<file path="config.mk">
export PLATFORM = sky130hd
export DESIGN_NAME = dmem_ctrl
export DESIGN_NICKNAME = d
export VERILOG_FILES = /design/src/rtl/dmem_ctrl.sv
export SDC_FILE = /design/constraint.sdc
export NUM_CORES = 1
export LEC_CHECK = 0
export CORE_UTILIZATION = 31
export DETAILED_ROUTE_END_ITERATION = 8
export SETUP_SLACK_MARGIN = 0.2
export SLEW_MARGIN = 20
export SYNTH_ARGS = -nofsm -noshare
export SYNTH_HDL_FRONTEND = slang
export SYNTH_SLANG_ARGS = --single-unit
</file>
<file path="constraint.sdc">
create_clock -name clk -period 2.92 [get_ports clk]
set_input_delay 0.438 -clock clk [delete_from_list [all_inputs] [get_ports clk]]
set_output_delay 0.438 -clock clk [all_outputs]
set_load 0.02 [all_outputs]
</file>
<file path="src/rtl/dmem_ctrl.sv">
// Data-memory access controller for the M stage.
// Sub-word loads/stores over a word-wide synchronous RAM.
module dmem_ctrl (
    input  logic        clk,
    input  logic        clr_n,
    input  logic        req,
    input  logic        we,
    input  logic [2:0]  memop,
    input  logic [31:0] addr,
    input  logic [31:0] wdata,
    output logic [31:0] rdata,
    output logic        done,
    output logic        busy,
    output logic        err,
    output logic [29:0] ram_addr,
    output logic        ram_rd,
    output logic        ram_wr,
    output logic [31:0] ram_wdata,
    input  logic [31:0] ram_rdata
);

    typedef enum logic [2:0] {
        IDLE,
        RD,
        CAP,
        WR,
        DONE
    } state_t;

    state_t      state;
    state_t      state_nx;
    logic        we_q;
    logic [2:0]  op_q;
    logic [31:0] addr_q;
    logic [15:0] wdata_q;
    logic        err_q;
    logic [31:0] word_q;
    logic        bad_in;
    logic        accept;
    logic [31:0] merged;
    logic [31:0] ext;
    logic [7:0]  byte_sel;
    logic [15:0] half_sel;

    assign accept = (state == IDLE) && req;

    // Flag illegal opcodes and misaligned H/W addresses at acceptance.
    always_comb begin
        bad_in = 1'b0;
        if (memop[1:0] == 2'b11 || memop == 3'b110)
            bad_in = 1'b1;
        else if (memop[1:0] == 2'b01 && addr[0])
            bad_in = 1'b1;
        else if (memop[1:0] == 2'b10 && addr[1:0] != 2'b00)
            bad_in = 1'b1;
    end

    // State register.
    always_ff @(posedge clk or negedge clr_n) begin
        if (!clr_n)
            state <= IDLE;
        else
            state <= state_nx;
    end

    // Next-state logic; word stores skip the read phase.
    always_comb begin
        state_nx = state;
        case (state)
            IDLE: begin
                if (req) begin
                    if (bad_in)
                        state_nx = DONE;
                    else if (we && memop[1:0] == 2'b10)
                        state_nx = WR;
                    else
                        state_nx = RD;
                end
            end
            RD:      state_nx = CAP;
            CAP:     state_nx = we_q ? WR : DONE;
            WR:      state_nx = DONE;
            DONE:    state_nx = IDLE;
            default: state_nx = IDLE;
        endcase
    end

    // Outputs decoded purely from state and latched request.
    always_comb begin
        busy      = (state != IDLE);
        done      = (state == DONE);
        ram_rd    = (state == RD);
        ram_wr    = (state == WR);
        err       = (state == DONE) && err_q;
        ram_addr  = (state == IDLE) ? 30'd0 : addr_q[31:2];
        ram_wdata = (state == IDLE) ? 32'd0 : word_q;
    end

    // Lane select and merge of store data into the read word.
    always_comb begin
        byte_sel = ram_rdata[{addr_q[1:0], 3'b000} +: 8];
        half_sel = addr_q[1] ? ram_rdata[31:16] : ram_rdata[15:0];
        merged   = ram_rdata;
        if (op_q[0]) begin
            if (addr_q[1])
                merged[31:16] = wdata_q;
            else
                merged[15:0] = wdata_q;
        end else begin
            merged[{addr_q[1:0], 3'b000} +: 8] = wdata_q[7:0];
        end
    end

    // Load extension by memop.
    always_comb begin
        case (op_q)
            3'b000:  ext = {{24{byte_sel[7]}}, byte_sel};
            3'b001:  ext = {{16{half_sel[15]}}, half_sel};
            3'b100:  ext = {24'd0, byte_sel};
            3'b101:  ext = {16'd0, half_sel};
            default: ext = ram_rdata;
        endcase
    end

    // Request latches, RMW word and load result register.
    always_ff @(posedge clk or negedge clr_n) begin
        if (!clr_n) begin
            we_q    <= 1'b0;
            op_q    <= 3'd0;
            addr_q  <= 32'd0;
            wdata_q <= 16'd0;
            err_q   <= 1'b0;
            word_q  <= 32'd0;
            rdata   <= 32'd0;
        end else if (accept) begin
            we_q    <= we;
            op_q    <= memop;
            addr_q  <= addr;
            wdata_q <= wdata[15:0];
            err_q   <= bad_in;
            word_q  <= wdata;
        end else if (state == CAP) begin
            if (we_q)
                word_q <= merged;
            else
                rdata <= ext;
        end
    end

endmodule

</file>
[After elaboration in Yosys (flattened, before gate mapping)]
Cells that the tools add are included.
Storage, ports and cells
  register bits: 120
  bits of input ports: 103
  output and inout bits: 99
  logic and storage cells: 59
Operators by class
  add/sub/neg operators: 1
  eq/ne operators: 12
  shift-type cells: 3
  multiplexer cells: 19
  bitwise operators: 2
  reduce and logical (&&, ||, !) cells: 14
Operators by type and width (number)
  $mux W32: 5
  $pmux W32 S4: 1
  $mux W16: 3
  $bwmux W32: 1
  $shift A8 B7 Y32 const A: 1
  $shiftx A32 B6 Y8: 1
  $shiftx A8 B7 Y32: 1
  $mux W30: 1
  $eq A3 B3 Y1 const B: 4
  $pmux W3 S4: 1
  $mux W3: 3
  $neg A5 Y7: 1
  $eq A3 B1 Y1 const B: 2
  $eq A3 B2 Y1 const B: 2
  $logic_not A3 Y1: 2
  $reduce_bool A2 Y1: 3
  $logic_and A1 B1 Y1: 5
  $eq A2 B2 Y1 const B: 2
  $mux W1: 3
  $reduce_and A3 Y1: 1
  $reduce_bool A3 Y1: 1
  $eq A2 B1 Y1 const B: 1
  $mux W2: 1
  $ne A2 B2 Y1 const B: 1
  3 further kinds: 4

[Logic depth before layout (Yosys ltp)]
  word-level depth: 8
  mapped depth: 10
  gate-level depth less buffers: 6

[Worst setup path after synthesis]
OpenSTA, ideal clock, no wires.
  kind: reg2reg
  start: reg addr_q[1]
  end: reg word_q[1]
  library setup time: 66 ps
  arrival: 2415 ps
  required time: 2854 ps
  setup slack: 439 ps
  stages on the path, launching flop included: 11
  buffers on the path: 4
  period minus slack after synthesis: 2481 ps
  path through: dfrtp_1 > buf_2 > buf_4 > inv_1 > clkbuf_1 > ha_1 > nor4bb_1 > buf_2 > a221oi_1 > a2111oi_0 > a221o_1
On the way
  longest elaborated chain between the ends: 7
  elaborated cells on any way between the ends: 9
  classes of those cells: add/sub (1); shift (2); mux (6)
RTL lines
  start, declared: RTL line 34  | logic [31:0] addr_q;
  start signal, assigned: RTL line 138  | addr_q <= addr;
  $neg A5 Y7: RTL line 110  | merged[{addr_q[1:0], 3'b000} +: 8] = wdata_q[7:0];
  $shiftx A8 B7 Y32 or $shift A8 B7 Y32 (tied branches): RTL line 110
  $bwmux W32: RTL line 110
  $mux W32 *: RTL line 104  | if (op_q[0]) begin
  $mux W32 *: RTL line 143  | if (we_q)
  $mux W32 *: RTL line 142  | end else if (state == CAP) begin
  $mux W32 *: RTL line 135  | end else if (accept) begin
  end signal, assigned: RTL line 141  | word_q <= wdata;
  end signal, assigned: RTL line 144  | word_q <= merged;
  end, declared: RTL line 37  | logic [31:0] word_q;
Every way passes the cells marked *; elsewhere a longest branch is shown, timed or not. The select of a mux whose other input is x is not followed.
A chain may end at the register's enable or synchronous reset.

[Final worst setup path]
  start: reg state[2]
  end: out ram_addr[1]
On the way
  longest elaborated chain between the ends: 2
RTL lines
  start, declared: RTL line 30  | state_t state;
  start signal, assigned: RTL line 63  | state <= state_nx;
  $logic_not A3 Y1: RTL line 95  | ram_addr = (state == IDLE) ? 30'd0 : addr_q[31:2];
  $mux W30: RTL line 95
  end, declared: RTL line 15  | output logic [29:0] ram_addr,
No other way between the ends.

==> results.md <==
- The flow ran to the end, and the final reports show no timing, DRC or antenna violations.
- The critical path required time is ~2.5 ns.
- During synthesis, Yosys emitted a total of 0 warnings.
- The number of routed nets with antenna violations is 0.
- The clock network latency to the later pin of the worst-skew pair is between 0.4 and 0.5 ns.
- The total wire length after detailed routing is 22800 um.
- Data arrives at the worst endpoint at between 2 and 2.5 ns.
- From bottom edge to top edge, the die measures around 150 um.
- The element type at the critical path start is a flip-flop.
- The first detailed-routing pass ran for 7 iterations.
- The predominant post-synthesis flop cell is sky130_fd_sc_hd__dfrtp_1.
- The count of flip-flops with a built-in enable after synthesis is 0.
- The initial utilization of the core area, before any placement, comes to 31.8%.
- The post-synthesis register bit count is between 100 and 150.
- The overall routing resource usage is 20.8%.
- The count of buffers added on input and output ports is about 200.
- For this block, the initial DRC count from the detailed router was 501.
- The biggest area contributor in the post-synthesis netlist is sky130_fd_sc_hd__dfrtp_1.
- The placeable core area is around 21000 sq um.
- The clock net in this run drives a total of 120 sinks.
- The worst setup timing slack at the placement stage is approximately 0.33 ns.
- The share of the synthesized area in the top cell type is 44.8%.
- The clock transition time at the flip-flop clock pins of the worst setup and hold paths is about 0.06 ns.
- The last weighted congestion value of the routability-driven placer is ~0.80.
- 0 antenna diodes ended up in the layout.
- The largest incremental delay on the critical path is between 0.5 and 0.6 ns.
- The category of the critical setup timing path is flip-flop to output port.
- Summed over all layers, the global routing overflow is 0.
- The floorplan step set the die width to about 150 um.
- The critical path goes through nor3_2 > inv_1 > buf_6 > and2_1 > clkdlybuf4s50_1.
- Setup slack on the worst reg-to-reg path comes out at around 0.37 ns.
- Among all stages on the critical path, the largest delay is contributed by sky130_fd_sc_hd__clkdlybuf4s50_1.
- In this run the worst hold path is classified as input pin to async pin.
- The depth of the most critical reg-to-reg path is 6.
- The endpoint identified for the worst register-to-register timing path is word_q[11].
- The share of layout cells above drive strength 1 is between 7 and 8%.
- In the post-synthesis netlist, the biggest area contributors are sky130_fd_sc_hd__dfrtp_1 (45%), sky130_fd_sc_hd__nand2_1 (11%), sky130_fd_sc_hd__and2_1 (6.0%).
- Setup repair after global routing could not meet its margin everywhere.
- The worst-case clock skew is slightly below 0.009 ns.
- The post-synthesis instance area is around 6700 sq um.
- Hold repair after CTS inserted 0 buffers.
- The layout has ~2100 filler cells.
- The first global-routing pass estimated roughly 35000 um of wire.
- Entering global routing, the biggest net connects around 100 pins.
- In the global route stage, met3 resource usage came out at just under 7%.
- The number of pins exceeding their max-slew limit in the final report is 0.
- The final-report hold violation count is 0.
- The met2 capacity usage during global routing is 31.6%.
- The most crowded layer after global routing is met2.
- Along the worst path, the maximum fanout reaches between 60 and 70.
- The buffer count from post-CTS setup fixing is 0.
- Compared with the post-synthesis result, the final layout area differs by 43.2%.
- After the last flow step, the layout net total stands at about 1100.
- Counting along the longest clock path gives a buffer depth of 2.
- The post-synthesis net count is around 870.
- The cell count after synthesis came out at about 770.
- The setup TNS is 0 ns.
- The remaining design rule violation count is 0.
- The via count is 6449.
- The wire-length estimate of the detail-placed layout is about 16000 um.
- The fmax is 0.391 GHz.
- The number of CTS-inserted buffers is 17.
- The detail-routed via count per cell is ~5.2.
- The max-slew headroom at the worst pin is between 40% and 50%.
- The worst setup path is captured at an output port.
- The slew at the pin closest to its max-slew limit is 0.888 ns.
- The routed design could run at a clock period as short as 2.56 ns.
- The most numerous cell in the Yosys netlist is sky130_fd_sc_hd__nand2_1.
- Cells fill ~46% of the core in the end.
- The number of levels in the clock H-tree is 4.
- Counting distinct cell types in the post-synthesis netlist gives 46.
- The beginning of the worst register-to-register path is addr_q[0].
- The number of global-route vias before repair is approximately 6100.
- Summed over all cells, the static leakage comes to ~4.2 nW.
- The CTS tree is yes.
- Counting flops with an async set or reset pin after synthesis yields a share of 100%.
- The met1 capacity usage during global routing is approximately 28%.
- After detailed routing, the average wire length per cell comes to ~19 um.
- IR analysis of the VDD net gives a maximum drop of 0.595 mV.
- Summing the sequential cell areas from Yosys gives between 40 and 50% of the chip area.
- The final hold slack is between 0.1 and 0.15 ns.
- Power spread over the standard cell area amounts to 1250 nW/um^2.
- The number of max-capacitance violations reported is 0.
- The ratio of final minimum period to clock period is 87.6%.
- between 200 and 250 I/O pins were placed.
- The initial antenna violation count was 1.
- The floorplan step defined a die boundary enclosing roughly 22000 sq um.
- The final setup violation count is 0.
- The root buffer selected by CTS is sky130_fd_sc_hd__clkbuf_16.
- Sorting the synthesized cells by how often they occur yields sky130_fd_sc_hd__nand2_1 (200), sky130_fd_sc_hd__dfrtp_1 (120), sky130_fd_sc_hd__and2_1 (64).
- In this run the mean area of a mapped cell was 8.76 sq um.
- The final setup slack of the worst path is 0.362 ns.
- The cell row count is 53.
sequential cells by signal, indices dropped and copies added, names as in the netlist:
| register | count |
|---|---|
| word_q | 32 |
| err_q | 1 |
| op_q | 3 |
| rdata | 32 |
| wdata_q | 16 |
| we_q | 1 |
| state | 3 |
| addr_q | 32 |
per-stage QoR:
| stage | cell area (sq um) | power [W] | std cells |
|---|---|---|---|
| floorplan | 6710 | 0.00714 | 766 |
| global route | 9610 | 0.0129 | 1231 |
| global placement | 8970 | 0.00975 | 1200 |
| CTS | 9600 | 0.0121 | 1231 |
| finish | 9610 | 0.0120 | 1231 |
| detailed placement | 8970 | 0.00979 | 1200 |
cell usage in the layout, fill, tap and decap left out, types with 2 or more instances in the layout:
master / n
sky130_fd_sc_hd__ha_1: 5
sky130_fd_sc_hd__a31oi_1: 13
sky130_fd_sc_hd__nand2_1: 199
sky130_fd_sc_hd__o21ai_1: 2
sky130_fd_sc_hd__a22oi_1: 8
sky130_fd_sc_hd__dfrtp_2: 2
sky130_fd_sc_hd__mux2i_1: 25
sky130_fd_sc_hd__nor4bb_1: 2
sky130_fd_sc_hd__inv_1: 8
sky130_fd_sc_hd__bufinv_16: 4
sky130_fd_sc_hd__o31ai_1: 9
sky130_fd_sc_hd__clkbuf_8: 4
sky130_fd_sc_hd__nand2b_1: 7
sky130_fd_sc_hd__clkinv_2: 5
sky130_fd_sc_hd__a211o_1: 22
sky130_fd_sc_hd__a21oi_1: 29
sky130_fd_sc_hd__o21ai_0: 26
sky130_fd_sc_hd__buf_12: 2
sky130_fd_sc_hd__buf_4: 19
sky130_fd_sc_hd__nor2_1: 35
sky130_fd_sc_hd__and2_1: 64
sky130_fd_sc_hd__o21a_1: 7
sky130_fd_sc_hd__clkbuf_16: 17
sky130_fd_sc_hd__a221oi_1: 25
sky130_fd_sc_hd__mux2_2: 15
sky130_fd_sc_hd__a311oi_1: 7
sky130_fd_sc_hd__clkdlybuf4s50_1: 199
sky130_fd_sc_hd__nor4_1: 2
sky130_fd_sc_hd__a221o_1: 10
sky130_fd_sc_hd__nor4b_4: 2
sky130_fd_sc_hd__nor2b_1: 4
sky130_fd_sc_hd__dfrtp_1: 118
sky130_fd_sc_hd__a2111oi_1: 2
sky130_fd_sc_hd__nor3_1: 7
sky130_fd_sc_hd__nand3_1: 32
area by class of cell:
type,instances,area [sq um],share of cell area [%]
Inverter,8,30.0,0.313
Timing Repair Buffer,221,2190,22.8
Multi-Input combinational cell,576,3410,35.5
Clock buffer,22,484,5.04
Tap cell,275,344,3.58
Sequential cell,120,3010,31.3
Clock inverter,9,145,1.51
worst max path at each step:
stage	slack (ns)	cells after the start	from	end
4_1_cts	0.22	5	state[1]	ram_wdata[6]
2_1_floorplan	0.44	10	addr_q[1]	word_q[1]
6_report	0.36	5	state[2]	ram_addr[1]
3_3_place_gp	0.41	6	addr_q[0]	word_q[9]
3_5_place_dp	0.33	6	addr_q[0]	word_q[9]
5_1_grt	0.19	6	addr_q[0]	word_q[9]
cells by family after synthesis:
| kind of cell | share of synthesized area (%) |
|---|---|
| simple gates | 25.2 |
| compound gates | 17.9 |
| flops | 44.8 |
| buf+inv | 4.63 |
| mux | 6.58 |
| fa+ha+maj | 0.933 |
worst max-delay path: cells and delay by family (launching register included):
kind | cells | cell delay [ns]
buffers and inverters | 3 | 0.85
and+or+nand+nor | 2 | 0.44
DFF | 1 | 0.38
power by group:
part | switching (W) | internal [W] | leakage, nW
combinational | 0.00363 | 0.00296 | 2.43
clock | 0.000740 | 0.00151 | 0.316
sequential | 0.000689 | 0.00249 | 1.45
per-layer routing:
layer  vias up  share of wire, %  wire, um
met5         -             0.053        12
met4         2               1.9       427
met2       277                45     10200
met1      3109                44     10100
li1       3036                 -         -
met3        25               9.1      2070
repair_timing:
item,4_1_cts,5_1_grt
endpoints found under the hold margin,0,0
setup endpoints to repair,0,63
resized for setup,0,4
Note: power is estimated with default switching activity, not from simulation.
